**src/rtl/box_anim_ctrl.sv**
```systemverilog
// Animation sequencer for the VGA pixel path: clears the screen once, then
// repeatedly draws, holds, erases and moves a bouncing square box.
module box_anim_ctrl #(
   parameter int SCREEN_W        = 160,
   parameter int SCREEN_H        = 120,
   parameter int BOX             = 4,
   parameter int FRAME_TICKS     = 833333,
   parameter int FRAMES_PER_MOVE = 15
) (
   input  logic       clock,
   input  logic       reset_n,
   input  logic       go,
   input  logic       stop,
   input  logic [2:0] colour_in,
   output logic [7:0] x,
   output logic [6:0] y,
   output logic [2:0] colour,
   output logic       plot,
   output logic       busy,
   output logic       frame_drawn
);

   typedef enum logic [2:0] {
      S_IDLE, S_CLEAR, S_DRAW, S_WAIT, S_ERASE, S_UPDATE
   } state_t;

   localparam logic [7:0]  X_LAST    = 8'(SCREEN_W - 1);
   localparam logic [6:0]  Y_LAST    = 7'(SCREEN_H - 1);
   localparam logic [7:0]  OX_LAST   = 8'(BOX - 1);
   localparam logic [6:0]  OY_LAST   = 7'(BOX - 1);
   localparam logic [7:0]  X_MAX     = 8'(SCREEN_W - BOX);
   localparam logic [6:0]  Y_MAX     = 7'(SCREEN_H - BOX);
   localparam logic [23:0] DIV_LOAD  = 24'(FRAME_TICKS - 1);
   localparam logic [7:0]  MOVE_LAST = 8'(FRAMES_PER_MOVE - 1);

   state_t      state, state_nx;
   logic [7:0]  cx, ox, bx, bx_nx, x_hold;
   logic [6:0]  cy, oy, by, by_nx, y_hold;
   logic        dx_neg, dy_neg, dx_neg_nx, dy_neg_nx;
   logic [2:0]  box_colour;
   logic [7:0]  tick_cnt;
   logic [23:0] div_cnt;
   logic        tick, clear_done, box_done;

   assign tick       = (div_cnt == 24'd0);
   assign clear_done = (cx == X_LAST) && (cy == Y_LAST);
   assign box_done   = (ox == OX_LAST) && (oy == OY_LAST);

   always_ff @(posedge clock) begin
      if (!reset_n) state <= S_IDLE;
      else          state <= state_nx;
   end

   always_comb begin
      state_nx = state;
      unique case (state)
         S_IDLE:   if (go) state_nx = S_CLEAR;
         S_CLEAR:  if (clear_done) state_nx = S_DRAW;
         S_DRAW:   if (box_done) state_nx = S_WAIT;
         S_WAIT: begin
            if (stop)                                state_nx = S_IDLE;
            else if (tick && tick_cnt == MOVE_LAST)  state_nx = S_ERASE;
         end
         S_ERASE:  if (box_done) state_nx = S_UPDATE;
         S_UPDATE: state_nx = S_DRAW;
         default:  state_nx = S_IDLE;
      endcase
   end

   // Bounce: the box is always in range, so a step out of range only
   // happens at an edge, where reversing means stepping back one pixel.
   always_comb begin
      bx_nx     = bx;
      dx_neg_nx = dx_neg;
      if (X_MAX != 8'd0) begin
         if (!dx_neg) begin
            if (bx == X_MAX) begin dx_neg_nx = 1'b1; bx_nx = bx - 8'd1; end
            else             bx_nx = bx + 8'd1;
         end else begin
            if (bx == 8'd0)  begin dx_neg_nx = 1'b0; bx_nx = 8'd1; end
            else             bx_nx = bx - 8'd1;
         end
      end
      by_nx     = by;
      dy_neg_nx = dy_neg;
      if (Y_MAX != 7'd0) begin
         if (!dy_neg) begin
            if (by == Y_MAX) begin dy_neg_nx = 1'b1; by_nx = by - 7'd1; end
            else             by_nx = by + 7'd1;
         end else begin
            if (by == 7'd0)  begin dy_neg_nx = 1'b0; by_nx = 7'd1; end
            else             by_nx = by - 7'd1;
         end
      end
   end

   always_ff @(posedge clock) begin
      if (!reset_n || tick) div_cnt <= DIV_LOAD;
      else                  div_cnt <= div_cnt - 24'd1;
   end

   always_ff @(posedge clock) begin
      if (!reset_n) begin
         cx          <= '0;
         cy          <= '0;
         ox          <= '0;
         oy          <= '0;
         bx          <= '0;
         by          <= '0;
         dx_neg      <= 1'b0;
         dy_neg      <= 1'b0;
         box_colour  <= '0;
         tick_cnt    <= '0;
         x_hold      <= '0;
         y_hold      <= '0;
         frame_drawn <= 1'b0;
      end else begin
         frame_drawn <= (state == S_DRAW) && box_done;
         if (plot) begin
            x_hold <= x;
            y_hold <= y;
         end
         unique case (state)
            S_IDLE: if (go) begin
               box_colour <= colour_in;
               bx         <= '0;
               by         <= '0;
               dx_neg     <= 1'b0;
               dy_neg     <= 1'b0;
               cx         <= '0;
               cy         <= '0;
            end
            S_CLEAR: begin
               if (cx == X_LAST) begin
                  cx <= '0;
                  cy <= clear_done ? 7'd0 : cy + 7'd1;
                  ox <= '0;
                  oy <= '0;
               end else begin
                  cx <= cx + 8'd1;
               end
            end
            S_DRAW, S_ERASE: begin
               if (ox == OX_LAST) begin
                  ox <= '0;
                  oy <= box_done ? 7'd0 : oy + 7'd1;
               end else begin
                  ox <= ox + 8'd1;
               end
               if (box_done) tick_cnt <= '0;
            end
            S_WAIT: if (tick) tick_cnt <= tick_cnt + 8'd1;
            S_UPDATE: begin
               bx     <= bx_nx;
               by     <= by_nx;
               dx_neg <= dx_neg_nx;
               dy_neg <= dy_neg_nx;
            end
            default: ;
         endcase
      end
   end

   // x/y hold the last plotted pixel while idle so they never leave the screen.
   always_comb begin
      plot   = 1'b0;
      x      = x_hold;
      y      = y_hold;
      colour = 3'd0;
      busy   = (state != S_IDLE);
      unique case (state)
         S_CLEAR: begin
            plot = 1'b1;
            x    = cx;
            y    = cy;
         end
         S_DRAW, S_ERASE: begin
            plot   = 1'b1;
            x      = bx + ox;
            y      = by + oy;
            colour = (state == S_DRAW) ? box_colour : 3'd0;
         end
         default: ;
      endcase
   end

endmodule

```
**config.mk**
```make
export PLATFORM = sky130hd
export DESIGN_NAME = box_anim_ctrl
export DESIGN_NICKNAME = d
export VERILOG_FILES = /design/src/rtl/box_anim_ctrl.sv
export SDC_FILE = /design/constraint.sdc
export NUM_CORES = 1
export LEC_CHECK = 0
export CAP_MARGIN = 5
export CORE_MARGIN = 5
export CORE_UTILIZATION = 65
export CTS_CLUSTER_DIAMETER = 50
export CTS_CLUSTER_SIZE = 10
export DETAILED_ROUTE_END_ITERATION = 7
export HOLD_SLACK_MARGIN = 0.02
export PLACE_DENSITY = 0.82
export SLEW_MARGIN = 20
export SYNTH_ARGS = -nofsm -noshare
export SYNTH_HDL_FRONTEND = slang
export SYNTH_SLANG_ARGS = --single-unit
```
**constraint.sdc**
```tcl
create_clock -name clock -period 6.4 [get_ports clock]
set_input_delay 1.28 -clock clock [delete_from_list [all_inputs] [get_ports clock]]
set_output_delay 1.28 -clock clock [all_outputs]
set_load 0.02 [all_outputs]
```
==> results of run 1 <==
-- sequential cells by signal, indices dropped and copies added, names as in the netlist, 7 cells and up --
| register | flops |
|---|---|
| oy | 7 |
| cy | 7 |
| ox | 8 |
| by | 7 |
| y_hold | 7 |
| div_cnt | 24 |
| tick_cnt | 8 |
| x_hold | 8 |
| bx | 8 |
| cx | 8 |
-- routing by layer --
metal | part of all wire | global-route usage | wire length (um) | vias up
li1 | - | - | - | 2484
met2 | 0.48 | 0.403 | 6380 | 175
met1 | 0.43 | 0.319 | 5770 | 2438
met4 | 0.027 | 0.0934 | 363 | 0
met3 | 0.060 | 0.0441 | 793 | 31
met5 | 0 | 0 | 0 | -
-- power by group --
part           leakage [uW]  total [uW]  internal [uW]  switching (uW)
Combinational       0.00152         320            104             216
Clock             0.0000980         421            186             235
Sequential         0.000816         678            648            30.5
-- layout by cell type (no fill, tap or decap), types with 6 or more instances in the layout --
cell / count
sky130_fd_sc_hd__nand4_1: 15
sky130_fd_sc_hd__a21o_1: 6
sky130_fd_sc_hd__xor2_1: 28
sky130_fd_sc_hd__ha_1: 27
sky130_fd_sc_hd__xnor2_1: 17
sky130_fd_sc_hd__a21oi_1: 45
sky130_fd_sc_hd__o211a_1: 12
sky130_fd_sc_hd__nor2_1: 81
sky130_fd_sc_hd__a221o_1: 6
sky130_fd_sc_hd__nor4_1: 7
sky130_fd_sc_hd__o31ai_1: 7
sky130_fd_sc_hd__and3_1: 16
sky130_fd_sc_hd__clkbuf_8: 9
sky130_fd_sc_hd__nor3_1: 15
sky130_fd_sc_hd__nand2_1: 67
sky130_fd_sc_hd__mux2i_1: 6
sky130_fd_sc_hd__nand3b_1: 8
sky130_fd_sc_hd__nand3_1: 21
sky130_fd_sc_hd__inv_1: 23
sky130_fd_sc_hd__o21ai_0: 34
sky130_fd_sc_hd__clkdlybuf4s50_1: 27
sky130_fd_sc_hd__nor2b_1: 9
sky130_fd_sc_hd__a22oi_1: 13
sky130_fd_sc_hd__dfxtp_1: 101
-- cell type report --
class,count,area [um2]
clock inverter,7,82.6
clock buffer,9,124
inverter,23,86.3
multi-input combinational,528,3480
fill,696,2460
tap,108,135
sequential,101,2020
timing repair buffer,30,293
-- per-stage QoR --
step                      utilization  cells
after floorplan                     -    684
after global placement          0.693    790
after detailed placement        0.693    790
after CTS                       0.717    806
after global routing            0.717    806
final                           0.717    806
-- kinds of logic (layout without fill, tap and decap cells) --
| family | after synthesis | in the layout | synth area share |
|---|---|---|---|
| mux | 7 | 7 | 0.0124 |
| buf+inv | 55 | 69 | 0.0460 |
| compound gates | 154 | 154 | 0.186 |
| simple gates | 293 | 293 | 0.271 |
| xor+xnor | 45 | 45 | 0.0684 |
| fa+ha+maj | 29 | 29 | 0.0655 |
| flops | 101 | 101 | 0.351 |
-- path summary, 6_finish.rpt --
check           startpoint             to  slack [ns]  cells after the start
max reg2reg       state[1]          ox[2]        3.19                      8
max               state[1]           plot        1.68                      6
min reg2reg  box_colour[0]  box_colour[0]        0.47                      2
min          box_colour[0]  box_colour[0]        0.47                      2
-- critical path, stage by stage, from the launching register on --
cell                              delay, ns
sky130_fd_sc_hd__dfxtp_1               0.60
sky130_fd_sc_hd__nor2b_1               0.13
sky130_fd_sc_hd__nor2b_1               0.15
sky130_fd_sc_hd__buf_4                 0.24
sky130_fd_sc_hd__nor2_1                0.81
sky130_fd_sc_hd__inv_1                 0.49
sky130_fd_sc_hd__clkdlybuf4s50_1       0.66
==> flow_metrics.tcl, run 1 <==
set metrics [dict create \
    synth.ff_latch_count 101 \
    synth_warn 0 \
    design.final.nets 729 \
    synth_area_leader_cell "sky130_fd_sc_hd__dfxtp_1" \
    crit_path_max_fanout 25 \
    place_worst_setup_slack_ns 2.17 \
    post_cts_resized 0 \
    critPathLaunchType "flip-flop" \
    power.ir.vdd_worst_mv 0.180 \
    finClkSkew_ns 0.00974 \
    final.setup.tns_ns 0 \
    postRouteAntennaNets 0 \
    syn2layout_area_growth_pct 7.90 \
    drv.max_cap_violation_count 0 \
    die-area_mm2 0.0109 \
    place_area_mm2 0.00601 \
    antenna_found_initial 0 \
    p_leak_uw 0.00243 \
    syn-num-nets 720 \
    via_count 5128 \
    cts_buffers 9 \
    grt_max_degree 37 \
    start_util 0.664 \
    chipWidth_um 104 \
    async_reset_ff_frac 0 \
    detail_routed_via_count_per_cell 6.36 \
    timing.final.setup_violations 0 \
    routed_wirelength_mm 13.3 \
    clk_transition_reported_paths_ns 0.10 \
    wl_per_cell_um 16.5 \
    total_standard_cell_area_after_synthesis_mm2 0.00577 \
    drcViolationCount 0 \
    max-slew-margin-rel 0.280 \
    number_of_enable_flip_flop_cells_after_synthesis 0 \
    ctsHtreeMaxLevel 3 \
    place.detailed.hpwl_mm 9.80 \
    setup_repair_after_global_routing_missed_its_margin "false" \
    grt_pass1_vias 4764 \
    totalPowerFinal_uw 1420 \
    total_of_hold_buffers_inserted_after_clock_tree_synthesis 0 \
    io_buffer_count 27 \
    holdCritPathClass "flip-flop to flip-flop" \
    grt.total_usage 0.245 \
    yosysSeqAreaShare 0.351 \
    criticalPathCategory "flip-flop to output port" \
    fmaxAchievable_mhz 212 \
    layout_setup_ws_ns 1.68 \
    post-synth-top-area-fraction 0.351 \
    timing_hold_violations_final 0 \
    timing.final.crit_share 0.738 \
    synth.top_cells.by_count "101 x sky130_fd_sc_hd__dfxtp_1, 81 x sky130_fd_sc_hd__nor2_1, 67 x sky130_fd_sc_hd__nand2_1" \
    core_mm2 0.00868 \
    initialDrtViolationCount 307 \
    clock_insertion_delay_worst_skew_ns 0.37 \
    worst_pin_slew_ns 1.08 \
    clk_path_buf_depth 2 \
    ys_types 73 \
    post_synth_inst_count 684 \
    floorplan.io_pins 28 \
    endpoint_kind "output port" \
    synth-main-ff-cell "sky130_fd_sc_hd__dfxtp_1" \
    gp_congestion 0.903 \
    num_clock_sinks 101 \
    antennaDiodeCount 0 \
    grt_pass1_wl_mm 22.4 \
    floorplan.rows 34 \
    fin_crit_ns 4.72 \
    chip_height_um 104 \
    hold_ws_ns 0.467 \
    residual_overflow_from_global_routing 0 \
    synth_area_leaders "sky130_fd_sc_hd__dfxtp_1 35%, sky130_fd_sc_hd__ha_1 5.9%, sky130_fd_sc_hd__nor2_1 5.3%, sky130_fd_sc_hd__nand2_1 4.4%, sky130_fd_sc_hd__xor2_1 4.3%" \
    cts_tree "done" \
    cts-root-buf "sky130_fd_sc_hd__clkbuf_8" \
    worst-endpoint-required_ns 5.12 \
    status "finished clean" \
    layout-drive-gt1-share 0.0616 \
    final_std_cell_area_no_fill_mm2 0.00622 \
    cellPowerDensity_mw_per_mm2 228 \
    drt-pass1-iter-count 7 \
    synth.most_common_cell "sky130_fd_sc_hd__dfxtp_1" \
    post-cts-setup-buffer-count 0 \
    report.final.slew_viol_count 0 \
    syn-mean-instance-area_um2 8.43 \
    cp.arrival_ns 3.44 \
]
Note: power is estimated with default switching activity, not from simulation.
==> inputs of run 2 (changes only) <==
--- a/config.mk
+++ b/config.mk
@@ -7,12 +7,12 @@
 export LEC_CHECK = 0
 export CAP_MARGIN = 5
 export CORE_MARGIN = 5
-export CORE_UTILIZATION = 65
+export CORE_UTILIZATION = 55
 export CTS_CLUSTER_DIAMETER = 50
 export CTS_CLUSTER_SIZE = 10
 export DETAILED_ROUTE_END_ITERATION = 7
 export HOLD_SLACK_MARGIN = 0.02
-export PLACE_DENSITY = 0.82
+export PLACE_DENSITY = 0.74
 export SLEW_MARGIN = 20
 export SYNTH_ARGS = -nofsm -noshare
 export SYNTH_HDL_FRONTEND = slang
==> constraint.sdc (replaced) <==
create_clock -name clock -period 3.94 [get_ports clock]
set_input_delay 0.788 -clock clock [delete_from_list [all_inputs] [get_ports clock]]
set_output_delay 0.788 -clock clock [all_outputs]
set_load 0.02 [all_outputs]
==> run 2 against run 1 <==
Compared with the run above: count of clock-buffer cells in the layout did not move; clock skew up 0.0051 ns; final area is 1.2% higher; core utilization decreased by 10 points; sequential share of layout area down 0.31 points; die area increased by 16%; clock power up 52%; critical path type unchanged; highest routed layer unchanged.
==> flow_metrics.tcl, run 2 (same netlist as run 1, synthesis figures left out) <==
set metrics [dict create \
    fin_crit_ns 3.81 \
    chip_height_um 112 \
    setup_repair_after_global_routing_missed_its_margin "false" \
    critPathLaunchType "flip-flop" \
    clock_insertion_delay_worst_skew_ns 0.39 \
    r2r.worst_path.cells 7 \
    cts-root-buf "sky130_fd_sc_hd__clkbuf_8" \
    holdCritPathClass "flip-flop to flip-flop" \
    detail_routed_via_count_per_cell 5.98 \
    finClkSkew_ns 0.0149 \
    via_count 5021 \
    cts_tree "done" \
    critPathCapture "x[7]" \
    layout.filler_cells 905 \
    clk_path_buf_depth 2 \
    floorplan.io_pins 28 \
    floorplan.rows 37 \
    postRouteAntennaNets 0 \
    hold_ws_ns 0.467 \
    syn2layout_area_growth_pct 9.20 \
    crit_path_max_fanout 8 \
    drv.max_cap_violation_count 0 \
    layout-drive-gt1-share 0.0795 \
    r2r_start "ox[1]" \
    mostFrequentLayoutCells "97 x sky130_fd_sc_hd__dfxtp_1, 81 x sky130_fd_sc_hd__nor2_1, 67 x sky130_fd_sc_hd__nand2_1" \
    timing_hold_violations_final 0 \
    criticalPathCategory "flip-flop to output port" \
    registers.top_by_ff_count "div_cnt" \
    grt_max_degree 36 \
    largest_reg_flops 24 \
    die-area_mm2 0.0126 \
    io_buffer_count 27 \
    totalPowerFinal_uw 2300 \
    start_util 0.561 \
    cts_buffers 9 \
    p_leak_uw 0.00248 \
    antenna_found_initial 0 \
    residual_overflow_from_global_routing 0 \
    status "finished clean" \
    ctsHtreeMaxLevel 3 \
    drcViolationCount 0 \
    final_cell_count_no_fill 840 \
    chipWidth_um 112 \
    initialDrtViolationCount 238 \
    worst-endpoint-required_ns 3.15 \
    r2r_slack_ns 1.31 \
    wl_per_cell_um 15.7 \
    endpoint_kind "output port" \
    gp_congestion 0.858 \
    design.final.nets 735 \
    grt_pass1_wl_mm 22.4 \
    place_inst 824 \
    timing.final.setup_violations 0 \
    max-slew-margin-rel 0.377 \
    cp.arrival_ns 3.02 \
    num_clock_sinks 101 \
    clk_transition_reported_paths_ns 0.11 \
    grt.total_usage 0.213 \
    post-cts-setup-buffer-count 0 \
    post-route-util 0.613 \
    place.detailed.hpwl_mm 9.61 \
    cellPowerDensity_mw_per_mm2 365 \
    power.ir.vdd_worst_mv 0.205 \
    timing.final.crit_share 0.967 \
    layout_commonest_cell "sky130_fd_sc_hd__dfxtp_1" \
    routed_wirelength_mm 13.2 \
    r2r_end "oy[3]" \
    grt_pass1_vias 4836 \
    final.setup.tns_ns 0 \
    report.final.slew_viol_count 0 \
    fmaxAchievable_mhz 262 \
    worst_pin_slew_ns 0.931 \
    core_mm2 0.0103 \
    antennaDiodeCount 0 \
    drt-pass1-iter-count 5 \
    crit_start "bx[3]" \
]
==> run 2: cell count changes in the layout (fill, tap and decap cells not counted), sizes merged <==
cell,previous run,this run
dlymetal6s2s,0,1
clkdlybuf4s50,27,26
bufinv,1,0
clkinv,2,3
buf,3,9
inv,25,27
clkinvlp,2,0
==> run 2: power breakdown <==
part	switching, uW	leakage [uW]	total, uW	internal [uW]
registers	49.6	0.000818	1100	1050
clock network	398	0.0000963	638	240
logic	363	0.00157	556	193
==> run 2: worst min-delay path by stage <==
stage / from / end / slack (ns) / depth (start not counted)
floorplan: div_cnt[0] / div_cnt[0] / 0.42 / 1
global placement: div_cnt[0] / div_cnt[0] / 0.44 / 1
detailed placement: div_cnt[0] / div_cnt[0] / 0.45 / 1
CTS: div_cnt[0] / div_cnt[0] / 0.47 / 1
global route: box_colour[0] / box_colour[0] / 0.50 / 2
finish: box_colour[2] / box_colour[2] / 0.47 / 2
==> run 2: repair_timing <==
item / in CTS / in global routing
hold endpoints to repair: 0 / 0
hold buffers: 0 / 0
resized for setup: 0 / 7
setup endpoints to repair: 0 / 3
==> run 2: area by class of cell <==
cell class / instances / area, um2 / area share
multi-input combinational: 528 / 3490 / 0.555
sequential: 101 / 2030 / 0.322
timing repair buffer: 36 / 340 / 0.0541
tap: 136 / 170 / 0.0270
clock buffer: 9 / 124 / 0.0197
inverter: 23 / 86.3 / 0.0137
clock inverter: 7 / 56.3 / 0.00894
==> run 2: layer usage <==
layer  up-vias  global-route usage  routed length, um
met5         -                   0                  0
met4         0              0.0673                215
met3        21              0.0512                678
met2       110               0.355               6320
met1      2400               0.273               5990
li1       2490                   -                  -
==> run 2: stage by stage <==
step | cell area, um2 | setup WS (ns)
final | 6300 | 0.130
after global routing | 6300 | 0.00265
after CTS | 6280 | 0.0155
after detailed placement | 6100 | 0.464
after global placement | 6100 | 0.493
after floorplan | 5770 | 0.905
==> run 2: worst max-delay path, stage by stage, from the launching register on <==
cell and delay, ns:
sky130_fd_sc_hd__dfxtp_1 0.50, sky130_fd_sc_hd__ha_1 0.33, sky130_fd_sc_hd__and3_1 0.18, sky130_fd_sc_hd__a2111oi_0 0.40, sky130_fd_sc_hd__buf_4 0.19, sky130_fd_sc_hd__a21oi_1 0.07, sky130_fd_sc_hd__xnor2_1 0.13, sky130_fd_sc_hd__o21ai_0 0.19
sky130_fd_sc_hd__clkdlybuf4s50_1 0.64
==> inputs of run 3 (changes only) <==
--- a/config.mk
+++ b/config.mk
@@ -5,14 +5,15 @@
 export SDC_FILE = /design/constraint.sdc
 export NUM_CORES = 1
 export LEC_CHECK = 0
+export ABC_CLOCK_PERIOD_IN_PS = 3900
 export CAP_MARGIN = 5
 export CORE_MARGIN = 5
-export CORE_UTILIZATION = 55
+export CORE_UTILIZATION = 61
 export CTS_CLUSTER_DIAMETER = 50
 export CTS_CLUSTER_SIZE = 10
 export DETAILED_ROUTE_END_ITERATION = 7
 export HOLD_SLACK_MARGIN = 0.02
-export PLACE_DENSITY = 0.74
+export PLACE_DENSITY = 0.78
 export SLEW_MARGIN = 20
 export SYNTH_ARGS = -nofsm -noshare
 export SYNTH_HDL_FRONTEND = slang
==> constraint.sdc (replaced) <==
create_clock -name clock -period 3.9 [get_ports clock]
set_input_delay 0.78 -clock clock [delete_from_list [all_inputs] [get_ports clock]]
set_output_delay 0.78 -clock clock [all_outputs]
set_load 0.02 [all_outputs]
==> run 3 against run 2 <==
Compared with the run above: register-to-register slack got worse by 0.02 ns; combinational power rose by 0.7%; clock skew fell by 0.0062 ns; worst setup slack improved by 0.036 ns; first-iteration DRC count rose by 36%; die area fell by 9.0%; critical path depth rose by 2; flip-flop and latch count did not move; sequential power barely moved; global-route usage rose by 2.6 points; final area rose by 0.32%; final cell count fell by 0.71%; critical endpoint is now x[4].
==> flow_metrics.tcl, run 3 (same netlist as run 1, synthesis figures left out) <==
set metrics [dict create \
    status "finished clean" \
    timing.final.setup_violations 0 \
    residual_overflow_from_global_routing 0 \
    detail_routed_via_count_per_cell 6.01 \
    grt_max_degree 36 \
    drv.max_cap_violation_count 0 \
    totalPowerFinal_uw 2360 \
    fmaxAchievable_mhz 268 \
    drt-pass1-iter-count 5 \
    postRouteAntennaNets 0 \
    timing_hold_violations_final 0 \
    via_count 5015 \
    finClkSkew_ns 0.00866 \
    mostFrequentLayoutCells "96 x sky130_fd_sc_hd__dfxtp_1, 81 x sky130_fd_sc_hd__nor2_1, 67 x sky130_fd_sc_hd__nand2_1" \
    crit_path_max_fanout 5 \
    chip_height_um 107 \
    setup_repair_after_global_routing_missed_its_margin "false" \
    place.detailed.hpwl_mm 9.55 \
    routed_wirelength_mm 13.2 \
    registers.top_by_ff_count "div_cnt" \
    report.final.slew_viol_count 0 \
    design.final.nets 736 \
    grt_pass1_wl_mm 22.5 \
    largest_reg_flops 24 \
    start_util 0.624 \
    cpPeakStageDelay_ns 0.54 \
    cts-root-buf "sky130_fd_sc_hd__clkbuf_8" \
    critical_path_buf_inv_count 3 \
    critPathLaunchType "flip-flop" \
    ctsHtreeMaxLevel 3 \
    endpoint_kind "output port" \
    initialDrtViolationCount 323 \
    cellPowerDensity_mw_per_mm2 374 \
    cts_buffers 9 \
    worst_pin_slew_ns 0.969 \
    clk_transition_reported_paths_ns 0.10 \
    num_clock_sinks 101 \
    place_inst 817 \
    io_buffer_count 27 \
    gp_congestion 0.855 \
    crit_slowest_cell "sky130_fd_sc_hd__clkdlybuf4s50_1" \
    final.setup.tns_ns 0 \
    worst-endpoint-required_ns 3.12 \
    final_cell_count_no_fill 834 \
    worst_path_dominant_cell_family "buffers and inverters" \
    cp.arrival_ns 2.95 \
    core_mm2 0.00924 \
    grt.total_usage 0.239 \
    post-route-util 0.684 \
    clk_path_buf_depth 2 \
    drcViolationCount 0 \
    cts_tree "done" \
    crit_chain "ha_1 > inv_1 > fa_1 > nor2b_1 > o21ai_0 > a21oi_1 > buf_4 > nor3b_1 > a221o_1 > clkdlybuf4s50_1" \
    grt_pass1_vias 4697 \
    layout-drive-gt1-share 0.0809 \
    clock_insertion_delay_worst_skew_ns 0.38 \
    floorplan.rows 35 \
    holdCritPathClass "flip-flop to flip-flop" \
    power.ir.vdd_worst_mv 0.344 \
    chipWidth_um 107 \
    criticalPathCategory "flip-flop to output port" \
    layout_commonest_cell "sky130_fd_sc_hd__dfxtp_1" \
    wl_per_cell_um 15.8 \
    timing.final.crit_share 0.958 \
    floorplan.io_pins 28 \
    syn2layout_area_growth_pct 9.55 \
    max-slew-margin-rel 0.351 \
    antenna_found_initial 0 \
    die-area_mm2 0.0115 \
    p_leak_uw 0.00249 \
    antennaDiodeCount 0 \
    fin_crit_ns 3.73 \
]
==> run 3: changes by cell type in the layout (fill, tap and decap cells not counted), sizes merged <==
| cell | previous run | this run |
|---|---|---|
| buf | 9 | 10 |
| bufinv | 0 | 1 |
| clkbuf | 9 | 10 |
| clkinv | 3 | 1 |
| clkinvlp | 0 | 1 |
| inv | 27 | 26 |
==> run 3: area by class of cell <==
class                           instances  area, um2
Multi-Input combinational cell        528       3500
Clock inverter                          6       68.8
Inverter                               23       86.3
Timing Repair Buffer                   37        348
Fill cell                             769       2920
Sequential cell                       101       2030
Clock buffer                           10        128
Tap cell                              129        161
==> run 3: power breakdown <==
group          switching [uW]  internal, uW  leakage (uW)
logic                     365           195       0.00157
registers                50.0          1060      0.000819
clock network             387           303     0.0000977
total                     802          1560       0.00249
==> run 3: repair_timing <==
action	4_1_cts	5_1_grt
endpoints found under the setup margin	1	5
buffers inserted	1	0
hold buffers	0	0
pin swaps	1	1
gates resized for setup	1	9
==> run 3: metrics by stage <==
stage / setup WS (ns) / cell area, um2 / hold WS (ns)
2_1_floorplan: 0.873 / 5770 / 0.421
3_3_place_gp: 0.464 / 6090 / 0.433
3_5_place_dp: 0.388 / 6090 / 0.442
4_1_cts: 0.0559 / 6300 / 0.463
5_1_grt: 0.0201 / 6320 / 0.498
6_report: 0.165 / 6320 / 0.461
==> run 3: tightest hold or removal path, cell delays in order (launching register included) <==
cell	delay, ns
sky130_fd_sc_hd__dfxtp_1	0.32
sky130_fd_sc_hd__nand2_1	0.05
sky130_fd_sc_hd__a21oi_1	0.05
==> run 3: final timing paths <==
path,endpoint,start,slack [ns],cells after the start
min reg2reg,box_colour[1],box_colour[1],0.46,2
max,x[4],ox[0],0.17,10
min,box_colour[1],box_colour[1],0.46,2
max reg2reg,oy[2],ox[0],1.29,7
==> run 3: per-layer routing <==
metal	vias up	global-route usage	part of all wire
met5	-	0	0
met4	0	0.0639	0.015
met3	15	0.0524	0.054
met2	130	0.395	0.48
met1	2373	0.316	0.45
li1	2497	-	-
